--- config.mk ---
export PLATFORM = sky130hd
export DESIGN_NAME = serial_adder
export DESIGN_NICKNAME = d
export VERILOG_FILES = /design/src/rtl/serial_adder.sv
export SDC_FILE = /design/constraint.sdc
export NUM_CORES = 1
export LEC_CHECK = 0
export CAP_MARGIN = 10
export CORE_MARGIN = 3
export CORE_UTILIZATION = 35
export CTS_BUF_LIST = sky130_fd_sc_hd__clkbuf_8
export DETAILED_ROUTE_END_ITERATION = 12
export PLACE_DENSITY = 0.61
export SETUP_SLACK_MARGIN = 0.05
export SLEW_MARGIN = 10
export SYNTH_ARGS = -nofsm -noshare
export SYNTH_HDL_FRONTEND = slang
export SYNTH_SLANG_ARGS = --single-unit
--- constraint.sdc ---
create_clock -name clk -period 2.78 [get_ports clk]
set_input_delay 0.417 -clock clk [delete_from_list [all_inputs] [get_ports clk]]
set_output_delay 0.417 -clock clk [all_outputs]
set_load 0.01 [all_outputs]
--- src/rtl/serial_adder.sv ---
// Bit-serial adder: adds two WIDTH-bit operands LSB-first, one bit per clock,
// with the carry held in a flop between bits and a start/busy/done handshake.
//
// state | meaning
// IDLE  | waiting for start; sum/cout hold the last result
// SHIFT | one operand bit pair added per edge (busy)
// DONE  | one-cycle done pulse; start here begins the next add back-to-back
module serial_adder #(
  parameter int WIDTH = 8
) (
  input  logic             clk,
  input  logic             rst_n,
  input  logic             start,
  input  logic [WIDTH-1:0] a,
  input  logic [WIDTH-1:0] b,
  input  logic             cin,
  output logic             busy,
  output logic             done,
  output logic [WIDTH-1:0] sum,
  output logic             cout
);

  localparam int CW = $clog2(WIDTH) + 1;

  localparam logic [1:0] IDLE  = 2'd0;
  localparam logic [1:0] SHIFT = 2'd1;
  localparam logic [1:0] DONE  = 2'd2;

  logic [1:0]       state;
  logic [WIDTH-1:0] shreg_a;
  logic [WIDTH-1:0] shreg_b;
  logic [WIDTH-2:0] acc;
  logic             carry;
  logic [CW-1:0]    cnt;
  logic [WIDTH-1:0] sum_q;
  logic             cout_q;

  logic             ha1_s, ha1_c, ha2_c;
  logic             s, carry_next, last;
  logic [WIDTH-1:0] acc_next;

  // Full adder from two half adders plus an OR.
  always_comb begin
    ha1_s      = shreg_a[0] ^ shreg_b[0];
    ha1_c      = shreg_a[0] & shreg_b[0];
    s          = ha1_s ^ carry;
    ha2_c      = ha1_s & carry;
    carry_next = ha1_c | ha2_c;
    acc_next   = {s, acc};
    last       = (cnt == CW'(WIDTH - 1));
  end

  always_ff @(posedge clk or negedge rst_n) begin
    if (!rst_n) begin
      state   <= IDLE;
      shreg_a <= '0;
      shreg_b <= '0;
      acc     <= '0;
      carry   <= 1'b0;
      cnt     <= '0;
      sum_q   <= '0;
      cout_q  <= 1'b0;
    end else begin
      case (state)
        IDLE, DONE: begin
          if (start) begin
            shreg_a <= a;
            shreg_b <= b;
            carry   <= cin;
            acc     <= '0;
            cnt     <= '0;
            state   <= SHIFT;
          end else begin
            state <= IDLE;
          end
        end
        SHIFT: begin
          carry   <= carry_next;
          shreg_a <= shreg_a >> 1;
          shreg_b <= shreg_b >> 1;
          acc     <= acc_next[WIDTH-1:1];
          cnt     <= cnt + CW'(1);
          if (last) begin
            sum_q  <= acc_next;
            cout_q <= carry_next;
            state  <= DONE;
          end
        end
        default: state <= IDLE;
      endcase
    end
  end

  assign busy = (state == SHIFT);
  assign done = (state == DONE);
  assign sum  = sum_q;
  assign cout = cout_q;

endmodule

* After elaboration in Yosys (flattened, before gate mapping)
Index checks and enable logic that the tools add are counted.
** Storage, ports and cells
- Word-level logic and storage cells :: 37
- Input port bits :: 20
- Flip-flop bits (word level) :: 39
- Output and inout port bits :: 11
** Operators by class
- Equal/unequal tests :: 5
- Mux-type cells :: 13
- Reductions and logical operators :: 5
- Bitwise gates (word level) :: 5
- Add/subtract/negate cells :: 1
** Operators with widths (count)
- $pmux 8 s2 :: 2
- $mux 8 :: 2
- $pmux 7 s2 :: 1
- $pmux 4 s2 :: 1
- $mux 7 :: 1
- $add 4x1->4 const B :: 1
- $eq 4x3->1 const B :: 1
- $mux 4 :: 1
- $pmux 2 s2 :: 1
- $reduce_and 2->1 :: 2
- $and 1x1->1 :: 2
- $eq 2x1->1 const B :: 1
- $eq 2x2->1 const B :: 1
- $logic_not 2->1 :: 1
- $mux 1 :: 2
- $mux 2 :: 1
- $ne 2x1->1 const B :: 1
- $ne 2x2->1 const B :: 1
- $pmux 1 s2 :: 1
- $reduce_bool 2->1 :: 1
- $reduce_or 2->1 :: 1
- $xor 1x1->1 :: 2
- $or 1x1->1 :: 1

* Depth between registers and ports, before layout
- Word-level depth :: 4
- Mapped depth :: 5
- Gate-level depth less buffers :: 4

* Worst setup path before layout
Ideal clock, no wire load.
- Path kind :: register to register
- From :: reg cnt[0]
- To :: reg cout_q, in the netlist cout
- Buffers on the path :: 1
- Arrival :: 1.285 ns
- Library setup time :: 0.125 ns
- Setup slack :: 1.371 ns
- Stages on the path, launching flop included :: 6
- Required time :: 2.655 ns
- Path through :: dfrtp_1 > ha_1 > nand2_1 > nor3b_1 > buf_4 > mux2_2
** On the way
- Word-level cells in the longest chain between the ends :: 2
** RTL lines
- from (decl) :: RTL line 34 : logic [CW-1:0] cnt;
- from (signal assigned) :: RTL line 82 : cnt <= cnt + CW'(1);
- $eq 4x3->1 :: RTL line 50 : last = (cnt == CW'(WIDTH - 1));
- $reduce_and 2->1 (no line)
- to (signal assigned) :: RTL line 85 : cout_q <= carry_next;
- to (decl) :: RTL line 36 : logic cout_q;
No other way between the ends.
A chain may end at the register's enable or synchronous reset.

* Worst setup path in the final report
- From :: reg state[1]
- To :: out busy
** On the way
- Word-level cells in the longest chain between the ends :: 1
** RTL lines
- from (decl) :: RTL line 29 : logic [1:0] state;
- from (signal assigned) :: RTL line 55 : state <= IDLE;
- from (signal assigned) :: RTL line 72 : state <= SHIFT;
- from (signal assigned) :: RTL line 74 : state <= IDLE;
- $eq 2x1->1 :: RTL line 94 : assign busy = (state == SHIFT);
- to (decl) :: RTL line 17 : output logic busy,
No other way between the ends.

==> results.json <==
{
  "drt_iter0_drc": 54,
  "fin_setup_tns_ns": 0,
  "numCtsBuffers": 5,
  "grt.total_usage_pct": 11.99,
  "timing.fmax_mhz": 452.9,
  "grt_max_degree": 40,
  "yosys_warnings": 0,
  "final_cell_mix": "dfrtp_1, clkdlybuf4s50_1, a22o_1, a21o_1, mux2_2",
  "yosys.area.top_type": "dfrtp_1",
  "pwr-share-seq_pct": 43.6,
  "die_h_um": 73.54,
  "io_pins": 31,
  "setup.worst_path.class": "reg -> out",
  "cp.depth": 2,
  "drc_errors": 0,
  "yosysSeqAreaShare_pct": 61.13,
  "cp_num_buf_inv": 1,
  "netlist_top_cells_area": "dfrtp_1, a22o_1, a21o_1",
  "synthToLayoutAreaGrowth_pct": 26.25,
  "routed_wl_um": 2836,
  "first_pass_iters": 4,
  "final_nets": 169,
  "leakage_nw": 0.9973,
  "skew_ns": 0.005558,
  "grt_first_pass_wirelength_um": 4871,
  "finalHoldViolCount": 0,
  "ys_ff_latch": 39,
  "slew_violations": 0,
  "endpoint": "busy",
  "p_int_mw": 1.505,
  "cts_root_buffer": "clkbuf_8",
  "clkTransAtPathRegs_ns": 0.08,
  "viasPerCell": 5.212,
  "clock_power_share_pct": 16.5,
  "synth_nets": 137,
  "required_ns": 2.36,
  "switching_power_mw": 0.7305,
  "cts_resized": 0,
  "cts_tree": "done",
  "r2r-start": "state[0]",
  "worstMarginPinSlew_ns": 0.9304,
  "hpwl_um": 1918,
  "finalPower_mw": 2.235,
  "crit_chain": "and2b_1 -> clkdlybuf4s50_1",
  "comb_power_share_pct": 39.9,
  "final_antenna_net_count": 0,
  "gp_congestion": 0.7124,
  "ys_types": 19,
  "swShare_pct": 32.68,
  "hp-class": "in -> async",
  "grt_setup_unrepaired": "no",
  "powerDensity_mw_per_mm2": 1109,
  "reg2reg_depth": 3,
  "start_util_pct": 38.00,
  "path_max_fanout": 14,
  "dieArea_mm2": 0.005408,
  "coreArea_mm2": 0.004202,
  "rrSetupSlack_ns": 0.94,
  "fin_crit_sh_pct": 79.42,
  "post_cts_buffers": 0,
  "timing.final.ws_setup_ns": 0.5722,
  "num_rows": 23,
  "cts.sinks": 39,
  "setup_viol": 0,
  "ir_drop_mv": 0.4363,
  "syn_area_per_cell_um2": 13.88,
  "rr_endpoint": "acc[1]",
  "port_buffers": 30,
  "end_kind": "output pin",
  "cts.htree.levels": 2,
  "num_vias": 1032,
  "period_needed_ns": 2.208,
  "clockBufferDepth": 2,
  "final_common_cell": "dfrtp_1",
  "cpPeakStageDelay_ns": 0.64,
  "antenna_found_initial": 0,
  "crit_path_start": "state[1]",
  "netlist_area_mm2": 0.001597,
  "status": "complete, no violations",
  "slew_headroom_pct": 37.90,
  "crit_arrival_ns": 1.79,
  "dp_worst_setup_slack_ns": 0.7561,
  "die_x_um": 73.54,
  "wire_per_inst_um": 14.32,
  "ctsHoldBuffers": 0,
  "antenna_cells": 0,
  "grt_overflow_total": 0,
  "worst_path_max_delay_cell": "clkdlybuf4s50_1",
  "path_delay_family": "buffers and inverters",
  "maxCapViolations": 0,
  "synth_cells": 115,
  "postLayoutCoreUtil_pct": 47.98,
  "setup.worst_path.start_class": "register",
  "drive_above_1_share_pct": 14.86,
  "worstSkewPairLatency_ns": 0.29,
  "grt_pass1_vias": 1021,
  "synth_top_area_share_pct": 61.13
}
==> cell usage after synthesis <==
cell and number:
fa_1 1, nor2_1 1, nand2b_1 1, xnor2_1 1, buf_2 6, nand4_1 1
a21o_1 15, and2b_1 1, nor2_2 1, nor2b_1 3, dfrtp_1 39, mux2i_1 2
a22o_1 26, ha_1 1, nor3b_1 1, mux2_2 9, nand2_1 3, buf_4 2
o21ai_0 1
==> routing by layer <==
layer / wire length [µm] / global-route usage (%) / vias up / part of all wire [%]
met1: 1409 / 16.43 / 508 / 50
met2: 1199 / 17.22 / 31 / 42
met4: 40 / 3.622 / 0 / 1.4
li1: - / - / 488 / -
met3: 186 / 5.062 / 5 / 6.6
met5: 0 / 0 / - / 0
==> power by group through the flow <==
stage	clock (mW)	combinational [mW]	sequential, mW
final	0.369	0.892	0.975
after global routing	0.407	0.989	1.01
after CTS	0.381	0.905	0.979
after detailed placement	0	0.903	0.989
after global placement	0	0.878	0.978
after floorplan	0	0.615	0.976
==> state kept, by name, indices dropped and copies added, names as in the netlist <==
name / flops
acc: 7
shreg_b: 8
carry: 1
cnt: 4
shreg_a: 8
cout: 1
state: 2
sum: 8
==> final cells by class <==
| type | count | area (µm²) |
|---|---|---|
| Fill cell | 387 | 2186 |
| Multi-Input combinational cell | 68 | 575.6 |
| Clock inverter | 3 | 15.01 |
| Clock buffer | 5 | 68.82 |
| Timing Repair Buffer | 33 | 317.8 |
| Sequential cell | 39 | 975.9 |
| Tap cell | 50 | 62.56 |
==> worst min path at each step <==
stage	from	endpoint	slack, ns
detailed placement	shreg_b[3]	shreg_b[3]	0.47
CTS	rst_n	sum[3]	0.26
finish	rst_n	acc[3]	0.23
global placement	shreg_b[1]	shreg_b[1]	0.46
global route	rst_n	sum[3]	0.30
floorplan	rst_n	acc[0]	0.12
==> through the flow <==
stage / hold slack (ns) / cells / area [µm²]
2_1_floorplan: 0.1214 / 115 / 1597
3_3_place_gp: 0.4601 / 190 / 1932
3_5_place_dp: 0.4656 / 190 / 1932
4_1_cts: 0.2590 / 198 / 2016
5_1_grt: 0.2981 / 198 / 2016
6_report: 0.2317 / 198 / 2016
==> kinds of logic after synthesis <==
group,count (synthesis),synth area share (%)
multiplexers,11,7.602
adder cells (fa/ha/maj),2,2.038
buffers and inverters,8,2.821
flip-flops,39,61.13
AND/OR/NAND/NOR,12,4.233
XOR/XNOR,1,0.5487
AO/OA/AOI/OAI,42,21.63
No activity file was read; power rests on OpenSTA's default activity.
